$ cat src/rtl/cache_refill_ctrl.sv
// Refill controller for a set-associative cache: picks a victim way, streams the line in
// word by word over a req/ack port, then commits tag and valid for that way.
module cache_refill_ctrl #(
    parameter int WAYS   = 4,
    parameter int SETS   = 8,
    parameter int WORDS  = 4,
    parameter int ADDR_W = 32,
    localparam int WAY_W  = $clog2(WAYS),
    localparam int IDX_W  = $clog2(SETS),
    localparam int WORD_W = $clog2(WORDS),
    localparam int OFF_W  = WORD_W + 2,
    localparam int TAG_W  = ADDR_W - OFF_W - IDX_W
) (
    input  logic              clk,
    input  logic              reset,
    input  logic              miss,
    input  logic [ADDR_W-1:0] miss_addr,
    input  logic [WAYS-1:0]   valid_vec,
    output logic              mem_req,
    output logic [ADDR_W-1:0] mem_addr,
    input  logic              mem_ack,
    input  logic [31:0]       mem_rdata,
    output logic [IDX_W-1:0]  fill_set,
    output logic [WAYS-1:0]   fill_way,
    output logic [WORD_W-1:0] fill_word,
    output logic [31:0]       fill_data,
    output logic              data_we,
    output logic              tag_we,
    output logic [TAG_W-1:0]  fill_tag,
    output logic              valid_din,
    output logic              busy,
    output logic              done
);

    // state  | meaning
    // IDLE   | waiting for a miss
    // REQ    | mem_req high for the current word, waiting for mem_ack
    // WRITE  | data_we pulse for the word just returned
    // COMMIT | tag_we/valid_din pulse for the victim way
    // DONE   | done pulse, back to IDLE next
    typedef enum logic [2:0] {IDLE, REQ, WRITE, COMMIT, DONE} state_t;

    state_t              state;
    logic [IDX_W-1:0]    idx_q;
    logic [TAG_W-1:0]    tag_q;
    logic [ADDR_W-1:0]   base_q;
    logic [WAY_W-1:0]    way_q;
    logic                use_rr_q;
    logic [WORD_W-1:0]   word_q;
    logic [WAY_W-1:0]    rr [SETS];

    logic [IDX_W-1:0]    miss_idx;
    logic [WAY_W-1:0]    pick_way;
    logic                pick_rr;

    assign miss_idx = miss_addr[OFF_W+IDX_W-1:OFF_W];

    // Lowest invalid way wins; the round-robin pointer only matters for a full set.
    always_comb begin
        pick_way = '0;
        pick_rr  = 1'b1;
        for (int i = WAYS - 1; i >= 0; i--) begin
            if (!valid_vec[i]) begin
                pick_way = WAY_W'(i);
                pick_rr  = 1'b0;
            end
        end
        if (pick_rr) pick_way = rr[miss_idx];
    end

    always_ff @(posedge clk or negedge reset) begin
        if (!reset) begin
            state     <= IDLE;
            idx_q     <= '0;
            tag_q     <= '0;
            base_q    <= '0;
            way_q     <= '0;
            use_rr_q  <= 1'b0;
            word_q    <= '0;
            for (int s = 0; s < SETS; s++) rr[s] <= '0;
            mem_req   <= 1'b0;
            mem_addr  <= '0;
            fill_set  <= '0;
            fill_way  <= '0;
            fill_word <= '0;
            fill_data <= '0;
            data_we   <= 1'b0;
            tag_we    <= 1'b0;
            fill_tag  <= '0;
            valid_din <= 1'b0;
            busy      <= 1'b0;
            done      <= 1'b0;
        end else begin
            data_we   <= 1'b0;
            tag_we    <= 1'b0;
            valid_din <= 1'b0;
            done      <= 1'b0;
            unique case (state)
                IDLE: begin
                    if (miss) begin
                        idx_q    <= miss_idx;
                        tag_q    <= miss_addr[ADDR_W-1:OFF_W+IDX_W];
                        base_q   <= miss_addr & ~ADDR_W'((1 << OFF_W) - 1);
                        mem_addr <= miss_addr & ~ADDR_W'((1 << OFF_W) - 1);
                        way_q    <= pick_way;
                        use_rr_q <= pick_rr;
                        word_q   <= '0;
                        mem_req  <= 1'b1;
                        busy     <= 1'b1;
                        state    <= REQ;
                    end
                end
                REQ: begin
                    if (mem_ack) begin
                        fill_data <= mem_rdata;
                        fill_set  <= idx_q;
                        fill_way  <= WAYS'(1) << way_q;
                        fill_word <= word_q;
                        data_we   <= 1'b1;
                        mem_req   <= 1'b0;
                        state     <= WRITE;
                    end
                end
                WRITE: begin
                    if (word_q == WORD_W'(WORDS - 1)) begin
                        tag_we    <= 1'b1;
                        valid_din <= 1'b1;
                        fill_tag  <= tag_q;
                        state     <= COMMIT;
                    end else begin
                        word_q   <= word_q + WORD_W'(1);
                        mem_addr <= base_q + ((ADDR_W'(word_q) + ADDR_W'(1)) << 2);
                        mem_req  <= 1'b1;
                        state    <= REQ;
                    end
                end
                COMMIT: begin
                    if (use_rr_q) rr[idx_q] <= rr[idx_q] + WAY_W'(1);
                    done  <= 1'b1;
                    state <= DONE;
                end
                DONE: begin
                    busy  <= 1'b0;
                    state <= IDLE;
                end
                default: state <= IDLE;
            endcase
        end
    end

endmodule

$ cat config.mk
export PLATFORM = sky130hd
export DESIGN_NAME = cache_refill_ctrl
export DESIGN_NICKNAME = d
export VERILOG_FILES = /design/src/rtl/cache_refill_ctrl.sv
export SDC_FILE = /design/constraint.sdc
export NUM_CORES = 1
export LEC_CHECK = 0
export CAP_MARGIN = 0
export CORE_MARGIN = 1
export CORE_UTILIZATION = 53
export CTS_CLUSTER_SIZE = 16
export DETAILED_ROUTE_END_ITERATION = 8
export PLACE_DENSITY_LB_ADDON = 0.05
export SLEW_MARGIN = 20
export SYNTH_ARGS = -nofsm -noshare
export SYNTH_HDL_FRONTEND = slang
export SYNTH_SLANG_ARGS = --single-unit
$ cat constraint.sdc
create_clock -name clk -period 5.49 [get_ports clk]
set_clock_uncertainty 0.05 [all_clocks]
set_input_delay 1.098 -clock clk [delete_from_list [all_inputs] [get_ports clk]]
set_output_delay 1.098 -clock clk [all_outputs]
set_load 0.01 [all_outputs]
# ---- After elaboration in Yosys (flattened, before gate mapping)
# Cells that the tools add are included.
# Widths: inputs -> output; s select.
dict set report totals {
  word_cells 95
  reg_bits 183
  output_inout_bits 104
  in_bits 72
}
dict set report op_classes {
  muxes 38
  reduce_logical 13
  n_shift 1
  addsub 4
  bitwise 2
  eq_ne 8
  order_cmp 3
}
# cell count
set ops {}
lappend ops {{$mux 32} 2}
lappend ops {{$pmux 32 s2} 1}
lappend ops {{$add 32x5->32} 1}
lappend ops {{$mux 2} 13}
lappend ops {{$bwmux 16} 1}
lappend ops {{$bmux 2 s3} 2}
lappend ops {{$mux 1} 12}
lappend ops {{$pmux 3 s4} 1}
lappend ops {{$reduce_and 2->1} 6}
lappend ops {{$ge 4x4->1 const B} 2}
lappend ops {{$not 3->4} 2}
lappend ops {{$demux 2 s3} 1}
lappend ops {{$eq 3x2->1 const B} 2}
lappend ops {{$mux 3} 2}
lappend ops {{$ne 2x2->1 const B} 3}
lappend ops {{$add 2x1->2 const B} 2}
lappend ops {{$lt 4x1->1 const B} 1}
lappend ops {{$pmux 2 s2} 1}
lappend ops {{$reduce_and 4->1} 1}
lappend ops {{$reduce_bool 2->1} 2}
lappend ops {{$shl 1x2->4 const A} 1}
lappend ops {{$add 2x1->3 const B} 1}
lappend ops {{$eq 3x1->1 const B} 1}
lappend ops {{$eq 3x3->1 const B} 1}
lappend ops {{other kinds (7)} 7}

# ---- Logic depth before layout (Yosys ltp)
# Gate-level depths: netlist of run 1.
dict set report logic_depth {
  depth_word 6
  mapped_depth 8
  depth_no_buf 7
}

# ---- Least setup slack after synthesis of run 1
# Ideal clock, no wire load.
dict set report synth_timing {
  path_kind {input to register}
  startpoint {input port miss_addr[4]}
  endpoint {register way_q[1]}
  arrival_ps 2132
  required_ps 5308
  setup_ps 132
  n_path_buf 1
  setup_slack_ps 3176
  path_stages 6
  cell_sequence {buf_2 mux4_2 mux2i_1 nand3_1 nand3_1 o21ai_1}
}
dict set report synth_between {
  elab_chain_len 5
}
# item line_no
set synth_lines {}
lappend synth_lines {{from (decl)} 17} ;# input logic [ADDR_W-1:0] miss_addr,
lappend synth_lines {{$not 3->4 (implied by the code)} 68} ;# if (pick_rr) pick_way = rr[miss_idx];
lappend synth_lines {{$bmux 2 s3} 68}
lappend synth_lines {{$mux 2 (implied by the code) (2 in series)} 68}
lappend synth_lines {{$mux 2} 68}
lappend synth_lines {{to (signal assigned)} 105} ;# way_q <= pick_way;
lappend synth_lines {{to (decl)} 47} ;# logic [WAY_W-1:0] way_q;
# Every way passes these cells. The select of a mux whose other input is x is not followed.
# A chain may end at the register's enable or synchronous reset.

# ---- Worst setup path after layout of run 1
dict set report layout_timing {
  startpoint {input port miss}
  endpoint {register mem_addr[13]}
}
dict set report layout_between {
  elab_chain_len 2
}
# item line_no
set layout_lines {}
lappend layout_lines {{from (decl)} 16} ;# input logic miss,
lappend layout_lines {{$ne 2x2->1 (no source line)} --}
lappend layout_lines {{$reduce_and 3->1 (no source line)} --}
lappend layout_lines {{to (signal assigned)} 104} ;# mem_addr <= miss_addr & ~ADDR_W'((1 << OFF_W) - 1);
lappend layout_lines {{to (signal assigned)} 132} ;# mem_addr <= base_q + ((ADDR_W'(word_q) + ADDR_W'(1)) << 2);
lappend layout_lines {{to (decl)} 20} ;# output logic [ADDR_W-1:0] mem_addr,
# Every way passes these cells.

==> results of run 1 <==
[cell usage in the layout (no fill, tap or decap), types with 5 or more instances in the layout]
cell and instances:
xnor2_1 12, and3_1 11, clkdlybuf4s50_1 168, inv_1 5, mux2_1 63, dfrtp_1 151, mux4_2 5, nand2_1 123
nand3_1 19, mux2_2 16, o211ai_1 18, a21oi_1 9, mux2i_1 11, o21ai_0 8, o21ai_1 16, xor2_1 14
nor2_1 12, nor3_1 6, nand4_1 8, clkbuf_16 17, nand3b_1 7
[path summary, 6_finish.rpt]
check,startpoint,endpoint,slack [ns],depth (start not counted)
max in group asynchronous,reset,busy$_DFFE_PN0P_,3.57,2
min reg2reg,fill_data[7]$_DFFE_PN0P_,fill_data[7]$_DFFE_PN0P_,0.43,1
max reg2reg,word_q[0]$_DFFE_PN0P_,mem_addr[13]$_DFFE_PN0P_,2.79,7
max,miss,mem_addr[13]$_DFFE_PN0P_,2.72,6
min in group asynchronous,reset,fill_tag[18]$_DFFE_PN0P_,0.76,1
min,fill_data[7]$_DFFE_PN0P_,fill_data[7]$_DFFE_PN0P_,0.43,1
[per-stage QoR]
| stage | setup WS, ns | hold slack (ns) |
|---|---|---|
| 2_1_floorplan | 3.18 | 0.420 |
| 3_3_place_gp | 2.13 | 0.416 |
| 3_5_place_dp | 2.06 | 0.424 |
| 4_1_cts | 2.49 | 0.437 |
| 5_1_grt | 2.65 | 0.450 |
| 6_report | 2.72 | 0.432 |
[cell type report]
class	count	share of cell area, %
clock buffers	23	5.12
clock inverters	9	1.61
inverters	8	0.328
multi-input cells	388	30.1
flip-flops and latches	151	41.3
well taps	168	2.30
repair buffers	175	19.2
[metal layers]
metal	vias up	track usage, %	share of wire (%)
li1	2335	-	-
met1	2465	32.9	44
met2	153	41.8	49
met3	17	5.88	6.1
met4	0	9.00	1.5
met5	-	0	0
[registers in the layout, summed over array words and instances, names as in the netlist]
register   flops
state          3
data_we        1
mem_req        1
use_rr_q       1
valid_din      1
idx_q          2
mem_addr      29
rr            16
tag_q         25
done           1
word_q         1
base_q         1
busy           1
fill_way       4
fill_word      2
way_q          2
fill_data     32
fill_tag      25
fill_set       3
[power by group through the flow]
stage               clock network, mW  logic [mW]  registers (mW)
finish                           1.21        1.65            1.87
floorplan                           0       0.794            1.89
global placement                    0        1.60            1.87
global route                     1.27        1.80            1.93
CTS                              1.23        1.67            1.88
detailed placement                  0        1.65            1.89
[worst max-delay path, cell delays in order]
cell and delay [ns]:
clkdlybuf4s50_1 0.61, o21ai_4 0.08, nor2_2 0.65, buf_4 0.37
nand2_1 0.12, o211ai_1 0.11
[kinds of logic after synthesis]
family                   Yosys count  share of synthesized area [%]
AND/OR/NAND/NOR                  198                           13.7
flip-flops                       151                           56.5
multiplexers                      96                           17.0
AO/OA/AOI/OAI                     62                           5.71
buffers and inverters             42                           2.90
XOR/XNOR                          27                           3.65
adder cells (fa/ha/maj)            3                          0.561
other                              1                         0.0561
==> impl_metrics.env, run 1 <==
export IMPL_pwr_share_comb_pct=34.9
export IMPL_fin_crit_ns=2.77
export IMPL_clock_path_buffers=2
export IMPL_synth_cell_types=44
export IMPL_synth_main_ff_cell="dfrtp_1"
export IMPL_dp_hpwl_um=10800
export IMPL_fillers=853
export IMPL_synth_area_per_cell_um2=11.5
export IMPL_synth_top_cell_area_share_pct=56.5
export IMPL_critPathCaptureType="register"
export IMPL_drtIter0Drc=249
export IMPL_ys_warn_count=0
export IMPL_hp_class="reg2reg"
export IMPL_cts_resized=0
export IMPL_cts_setup_buffers=0
export IMPL_hold_viol_final=0
export IMPL_status="finished clean"
export IMPL_netlist_area_um2=6690
export IMPL_gp_congestion=0.812
export IMPL_power_mw=4.74
export IMPL_crit_type="in2reg"
export IMPL_yosysMostFrequentCell="dfrtp_1"
export IMPL_clk_pin_slew_ns=0.06
export IMPL_clk_latency_ns=0.42
export IMPL_holdBufCountCts=0
export IMPL_rows=40
export IMPL_p_switching_mw=1.56
export IMPL_setup_viol=0
export IMPL_wl_per_cell_um=17.0
export IMPL_finalInstanceArea_um2=9150
export IMPL_fin_setup_tns_ns=0
export IMPL_firstDrtPassIters=4
export IMPL_grt_pass1_wl_um=25300
export IMPL_htreeDepth=4
export IMPL_layout_nets=816
export IMPL_final_antenna_net_count=0
export IMPL_placed_cells=889
export IMPL_vias_per_cell=5.39
export IMPL_start_util_pct=55.0
export IMPL_cp_start_kind="primary input"
export IMPL_seqCellArea_um2=3780
export IMPL_via_count=4970
export IMPL_wl_um=15700
export IMPL_fp_dieH_um=114
export IMPL_pwr_share_seq_pct=39.5
export IMPL_rsz0062_at_grt="no"
export IMPL_crit_arrival_ns=3.04
export IMPL_cts_sinks=151
export IMPL_fin_crit_sh_pct=50.5
export IMPL_final_max_slew_viol_count=0
export IMPL_worst_pin_slew_ns=0.871
export IMPL_grtUsageTotal_pct=25.3
export IMPL_slew_limit_headroom_pct=41.9
export IMPL_p_int_mw=3.17
export IMPL_die_width_um=114
export IMPL_cts_buffers_inserted=17
export IMPL_fmax_mhz=360
export IMPL_layout_drive_gt1_share_pct=9.02
export IMPL_grt_max_degree=115
export IMPL_drc=0
export IMPL_antenna_cells=0
export IMPL_io_buffers=169
export IMPL_layout_cells_non_filler=922
export IMPL_num_io_pins=176
export IMPL_cellLeakagePower_nw=4.08
export IMPL_root_buffer="clkbuf_16"
export IMPL_dpl_cell_area_um2=8510
export IMPL_synth_seq_cells=151
export IMPL_gr_total_overflow=0
export IMPL_critPathRequiredTime_ns=5.76
export IMPL_drv_cap=0
export IMPL_peakVddDrop_mv=0.305
export IMPL_ys_seq_area_share_pct=56.5
export IMPL_powerDensity_nw_per_um2=518
export IMPL_clkPwrFrac_pct=25.6
export IMPL_grt_pass1_vias=5005
export IMPL_async_flop_share_pct=100
export IMPL_yosysTopAreaCell="dfrtp_1"
export IMPL_dieArea_um2=13100
export IMPL_utilization_pct=75.2
export IMPL_area_growth_pct=36.7
export IMPL_multi_input_area_um2=2750
export IMPL_antenna_found_initial=0
export IMPL_crit_fanout=17
export IMPL_tritoncts="done"
export IMPL_coreArea_um2=12200
export IMPL_synth_edff_count=0
export IMPL_synth_area_leaders="dfrtp_1, mux2_1, nand2_1"
export IMPL_yosys_top_cells_count="dfrtp_1, nand2_1, mux2_1"
export IMPL_swShare_pct=33.0
export IMPL_syn_instance_count=580
Note: power is estimated with default switching activity, not from simulation.
==> run 2: changes to the inputs <==
Settings changed: CORE_UTILIZATION 53 to 49.
Clock period 5.49 ns to 2.68 ns, I/O delays scaled along.
==> run 2 against run 1 <==
  * The flow now finishes with violations (negative hold slack)
  * Critical endpoint is now mem_addr[18]$_DFFE_PN0P_
  * Register-to-register slack lost 2.5 ns
  * Highest routed layer unchanged
  * Clock-buffer cell count shrank 3
  * Worst setup slack lost 2.4 ns
==> impl_metrics.env, run 2 (same netlist as run 1, synthesis figures left out) <==
export IMPL_firstDrtPassIters=5
export IMPL_wl_met1_um=7210
export IMPL_clk_latency_ns=0.42
export IMPL_tritoncts="done"
export IMPL_fp_dieH_um=119
export IMPL_drv_cap=0
export IMPL_crit_fanout=6
export IMPL_status="complete, but fails checks"
export IMPL_crit_arrival_ns=2.68
export IMPL_timing_critical_path_mode_cell="ha_1"
export IMPL_num_io_pins=176
export IMPL_gp_congestion=0.821
export IMPL_clock_path_buffers=2
export IMPL_wl_met2_um=7480
export IMPL_rsz0062_at_grt="no"
export IMPL_critPathRequiredTime_ns=2.97
export IMPL_cts_resized=0
export IMPL_swShare_pct=33.1
export IMPL_largestRegisters="fill_data: 32 flops, mem_addr: 29 flops"
export IMPL_top_register="fill_data"
export IMPL_area_growth_pct=38.0
export IMPL_pwr_share_comb_pct=35.7
export IMPL_cts_setup_buffers=0
export IMPL_dpl_cell_area_um2=8620
export IMPL_worst_pin_slew_ns=0.525
export IMPL_crit_type="reg2reg"
export IMPL_pwr_share_seq_pct=39.1
export IMPL_hold_viol_final=1
export IMPL_p_int_mw=6.52
export IMPL_layout_drive_gt1_share_pct=10.3
export IMPL_finalInstanceArea_um2=9230
export IMPL_dp_hpwl_um=11100
export IMPL_holdBufCountCts=0
export IMPL_final_antenna_net_count=0
export IMPL_io_buffers=169
export IMPL_layout_nets=828
export IMPL_cp_start_kind="register"
export IMPL_drtIter0Drc=232
export IMPL_clkPwrFrac_pct=25.2
export IMPL_clk_pin_slew_ns=0.06
export IMPL_fin_setup_tns_ns=0
export IMPL_vias_per_cell=5.32
export IMPL_grtUsageTotal_pct=24.0
export IMPL_grt_max_degree=65
export IMPL_gr_total_overflow=0
export IMPL_hp_class="in2async"
export IMPL_final_max_slew_viol_count=0
export IMPL_wl_um=15900
export IMPL_powerDensity_nw_per_um2=1060
export IMPL_start_util_pct=50.3
export IMPL_cellLeakagePower_nw=4.14
export IMPL_drc=0
export IMPL_setup_viol=0
export IMPL_cts_sinks=151
export IMPL_coreArea_um2=13300
export IMPL_wl_per_cell_um=16.9
export IMPL_fillers=961
export IMPL_grt_pass1_wl_um=26300
export IMPL_via_count=5000
export IMPL_fin_crit_sh_pct=89.2
export IMPL_dieArea_um2=14100
export IMPL_largest_reg_flops=32
export IMPL_cts_buffers_inserted=17
export IMPL_final_cell_mix="clkdlybuf4s50_1, dfrtp_1, nand2_1"
export IMPL_route_met3_wl_um=838
export IMPL_die_width_um=119
export IMPL_antenna_cells=0
export IMPL_critPathCaptureType="register"
export IMPL_path_cells="ha_1 > ha_1 > nand4_1 > nor4_2 > nand3_1 > xor2_1 > o211ai_1"
export IMPL_critical_path_slowest_cell="nor4_2"
export IMPL_fmax_mhz=418
export IMPL_htreeDepth=4
export IMPL_grt_pass1_vias=5114
export IMPL_violations="negative hold slack"
export IMPL_fin_crit_ns=2.39
export IMPL_routed_top_layer="met4"
export IMPL_rows=42
export IMPL_hold_ws_ns=-0.00225
export IMPL_slowest_delay_ns=0.55
export IMPL_layout_commonest_cell="clkdlybuf4s50_1"
export IMPL_p_switching_mw=3.23
export IMPL_antenna_found_initial=0
export IMPL_peakVddDrop_mv=0.454
export IMPL_root_buffer="clkbuf_16"
export IMPL_slew_limit_headroom_pct=64.7
run 2: cell types whose count changed in the layout (fill, tap and decap cells not counted):
cell	change
clkbuf_1	-2
clkinv_2	+1
clkbuf_8	-3
nand2_1	+1
buf_6	+1
buf_4	+12
clkinvlp_4	-1
nand2_2	-1
clkinv_4	+1
buf_12	+1
run 2: per-layer routing:
layer | vias to the layer above | track usage (%)
li1 | 2345 | -
met1 | 2458 | 32.7
met2 | 170 | 37.6
met3 | 27 | 5.27
met4 | 0 | 9.65
met5 | - | 0
run 2: cell type report:
type	instances	area (um^2)	area share (%)
flip-flops and latches	151	3780	40.9
well taps	176	220	2.39
repair buffers	187	1850	20.1
clock buffers	20	447	4.84
multi-input cells	388	2750	29.8
clock inverters	10	154	1.67
inverters	8	30.0	0.325
run 2: worst paths after layout:
kind                                                start                         to  slack (ns)  cells after the start
worst max-delay path              mem_addr[3]$_DFFE_PN0P_   mem_addr[18]$_DFFE_PN0P_        0.29                      7
worst min-delay path                                reset   fill_tag[21]$_DFFE_PN0P_      -0.002                      1
worst max register to register    mem_addr[3]$_DFFE_PN0P_   mem_addr[18]$_DFFE_PN0P_        0.29                      7
worst min register to register  fill_data[14]$_DFFE_PN0P_  fill_data[14]$_DFFE_PN0P_        0.43                      1
max in group asynchronous                           reset   fill_data[5]$_DFFE_PN0P_        1.79                      2
min in group clk                fill_data[14]$_DFFE_PN0P_  fill_data[14]$_DFFE_PN0P_        0.43                      1
run 2: power by group through the flow:
stage / logic, mW / registers [mW] / clock network [mW]
final: 3.48 / 3.82 / 2.45
after global routing: 3.80 / 3.94 / 2.58
after CTS: 3.53 / 3.81 / 2.49
after detailed placement: 3.51 / 3.84 / 0
after global placement: 3.41 / 3.79 / 0
after floorplan: 1.63 / 3.87 / 0
run 2: metrics by stage:
step | cells | power, mW | setup slack [ns] | utilization (%) | hold WS [ns]
2_1_floorplan | 581 | 5.50 | 0.663 | - | 0.190
3_3_place_gp | 909 | 7.20 | 0.285 | 64.9 | 0.417
3_5_place_dp | 909 | 7.35 | 0.142 | 64.9 | 0.424
4_1_cts | 939 | 9.82 | 0.141 | 69.4 | 0.00711
5_1_grt | 940 | 10.3 | 0.000536 | 69.4 | 0.0222
6_report | 940 | 9.75 | 0.288 | 69.4 | -0.00225
run 2: critical path, delay by kind of cell (launching register included):
kind                     cells  cell delay [ns]
adder cells (fa/ha/maj)      2             0.60
AND/OR/NAND/NOR              3             0.93
flip-flops                   1             0.41
AO/OA/AOI/OAI                1             0.15
XOR/XNOR                     1             0.16
==> run 3: changes to the inputs <==
Settings changed: CORE_UTILIZATION 49 to 39.
==> run 3 against run 2 <==
  * The run now ends clean
  * Maximum frequency rose by 5.0%
  * Clock-buffer cell count is 2 higher
  * Non-clock buffer count is 2 lower
  * Core utilization is 14 points lower
  * Combinational power about the same
  * Clock power down 8%
  * Hold slack better by 0.43 ns
==> impl_metrics.env, run 3 (same netlist as run 1, synthesis figures left out) <==
export IMPL_startpoint="word_q[0]$_DFFE_PN0P_"
export IMPL_vias_per_cell=4.99
export IMPL_wl_um=16100
export IMPL_utilization_pct=55.6
export IMPL_grt_pass1_vias=5119
export IMPL_layout_nets=826
export IMPL_largestRegisters="fill_data: 32 flops, mem_addr: 29 flops"
export IMPL_crit_arrival_ns=2.56
export IMPL_gp_congestion=0.794
export IMPL_power_mw=9.55
export IMPL_layout_drive_gt1_share_pct=10.1
export IMPL_peakVddDrop_mv=0.453
export IMPL_dieArea_um2=17700
export IMPL_setup_viol=0
export IMPL_clk_pin_slew_ns=0.06
export IMPL_holdBufCountCts=1
export IMPL_drv_cap=0
export IMPL_final_antenna_net_count=0
export IMPL_final_cell_mix="clkdlybuf4s50_1, dfrtp_1, nand2_1"
export IMPL_area_growth_pct=38.4
export IMPL_rsz0062_at_grt="no"
export IMPL_powerDensity_nw_per_um2=1030
export IMPL_critPathRequiredTime_ns=2.96
export IMPL_fin_crit_ns=2.28
export IMPL_final_max_slew_viol_count=0
export IMPL_hp_class="reg2reg"
export IMPL_grtUsageTotal_pct=19.5
export IMPL_largest_reg_flops=32
export IMPL_top_register="fill_data"
export IMPL_crit_type="reg2reg"
export IMPL_grt_pass1_wl_um=26800
export IMPL_via_count=4902
export IMPL_antenna_found_initial=0
export IMPL_drc=0
export IMPL_cts_sinks=151
export IMPL_tritoncts="done"
export IMPL_reg2reg_slack_ns=0.40
export IMPL_slew_limit_headroom_pct=64.6
export IMPL_crit_fanout=6
export IMPL_gr_total_overflow=0
export IMPL_htreeDepth=4
export IMPL_layout_commonest_cell="clkdlybuf4s50_1"
export IMPL_worst_pin_slew_ns=0.531
export IMPL_cts_buffers_inserted=17
export IMPL_coreArea_um2=16600
export IMPL_io_buffers=169
export IMPL_fmax_mhz=439
export IMPL_endpoint="mem_addr[17]$_DFFE_PN0P_"
export IMPL_root_buffer="clkbuf_16"
export IMPL_clk_latency_ns=0.42
export IMPL_fp_dieH_um=133
export IMPL_status="finished clean"
export IMPL_drtIter0Drc=247
export IMPL_r2r_end="mem_addr[17]$_DFFE_PN0P_"
export IMPL_cts_resized=0
export IMPL_die_width_um=133
export IMPL_rows=47
export IMPL_cellLeakagePower_nw=4.11
export IMPL_antenna_cells=0
export IMPL_fin_setup_tns_ns=0
export IMPL_grt_max_degree=54
export IMPL_firstDrtPassIters=4
export IMPL_critPathCaptureType="register"
export IMPL_fin_crit_sh_pct=85.0
export IMPL_dp_hpwl_um=11300
export IMPL_cp_start_kind="register"
export IMPL_hold_viol_final=0
export IMPL_wl_per_cell_um=16.4
export IMPL_start_util_pct=40.2
export IMPL_clock_path_buffers=2
export IMPL_num_io_pins=176
export IMPL_r2r_start="word_q[0]$_DFFE_PN0P_"
export IMPL_r2r_cells=7
export IMPL_cts_setup_buffers=0
## run 3: changes by cell type in the layout (fill, tap and decap cells not counted), sizes merged
| cell | before | now |
|---|---|---|
| clkinv | 6 | 5 |
| clkbuf | 20 | 22 |
| bufinv | 4 | 1 |
| dlygate4sd3 | 0 | 1 |
| buf | 19 | 16 |
| clkinvlp | 0 | 2 |
## run 3: critical path: stages, from the launching register on
cell and delay [ns]:
dfrtp_1 0.40, ha_1 0.31, ha_1 0.24, nand4_1 0.22, nor4_2 0.51, nand2_1 0.13, xor2_1 0.16, o211ai_1 0.17
## run 3: layout make-up
type | instances | area (um^2)
Sequential cell | 151 | 3780
Fill cell | 1435 | 7390
Timing Repair Buffer | 185 | 1870
Tap cell | 220 | 275
Clock inverter | 8 | 73.8
Multi-Input combinational cell | 388 | 2750
Clock buffer | 22 | 484
Inverter | 8 | 30.0
## run 3: power by group
group | internal [mW] | total (mW) | switching [mW]
clock network | 1.36 | 2.26 | 0.897
logic | 1.88 | 3.47 | 1.59
registers | 3.09 | 3.82 | 0.728
total | 6.33 | 9.55 | 3.22
## run 3: worst min path at each step
stage | start | end | depth (start not counted)
after global routing | fill_data[6]$_DFFE_PN0P_ | fill_data[6]$_DFFE_PN0P_ | 1
after CTS | fill_data[21]$_DFFE_PN0P_ | fill_data[21]$_DFFE_PN0P_ | 1
after floorplan | reset | base_q[6]$_DFFE_PN0P_ | 0
final | mem_addr[24]$_DFFE_PN0P_ | mem_addr[24]$_DFFE_PN0P_ | 2
after global placement | fill_data[2]$_DFFE_PN0P_ | fill_data[2]$_DFFE_PN0P_ | 1
after detailed placement | reset | fill_data[8]$_DFFE_PN0P_ | 1
## run 3: through the flow
stage               hold slack (ns)  cell area (um^2)  std cells  setup slack, ns
floorplan                     0.190              6690        581            0.663
global placement              0.416              8690        951            0.383
detailed placement            0.422              8690        951            0.372
CTS                           0.437              9260        982            0.348
global route                  0.448              9260        982            0.168
finish                        0.429              9260        982            0.402
## run 3: routing by layer
layer | routed length, um | vias up | track usage (%)
met4 | 290 | 0 | 7.22
met5 | 0 | - | 0
met3 | 694 | 19 | 3.75
met2 | 7660 | 143 | 30.6
met1 | 7480 | 2389 | 26.7
li1 | - | 2351 | -
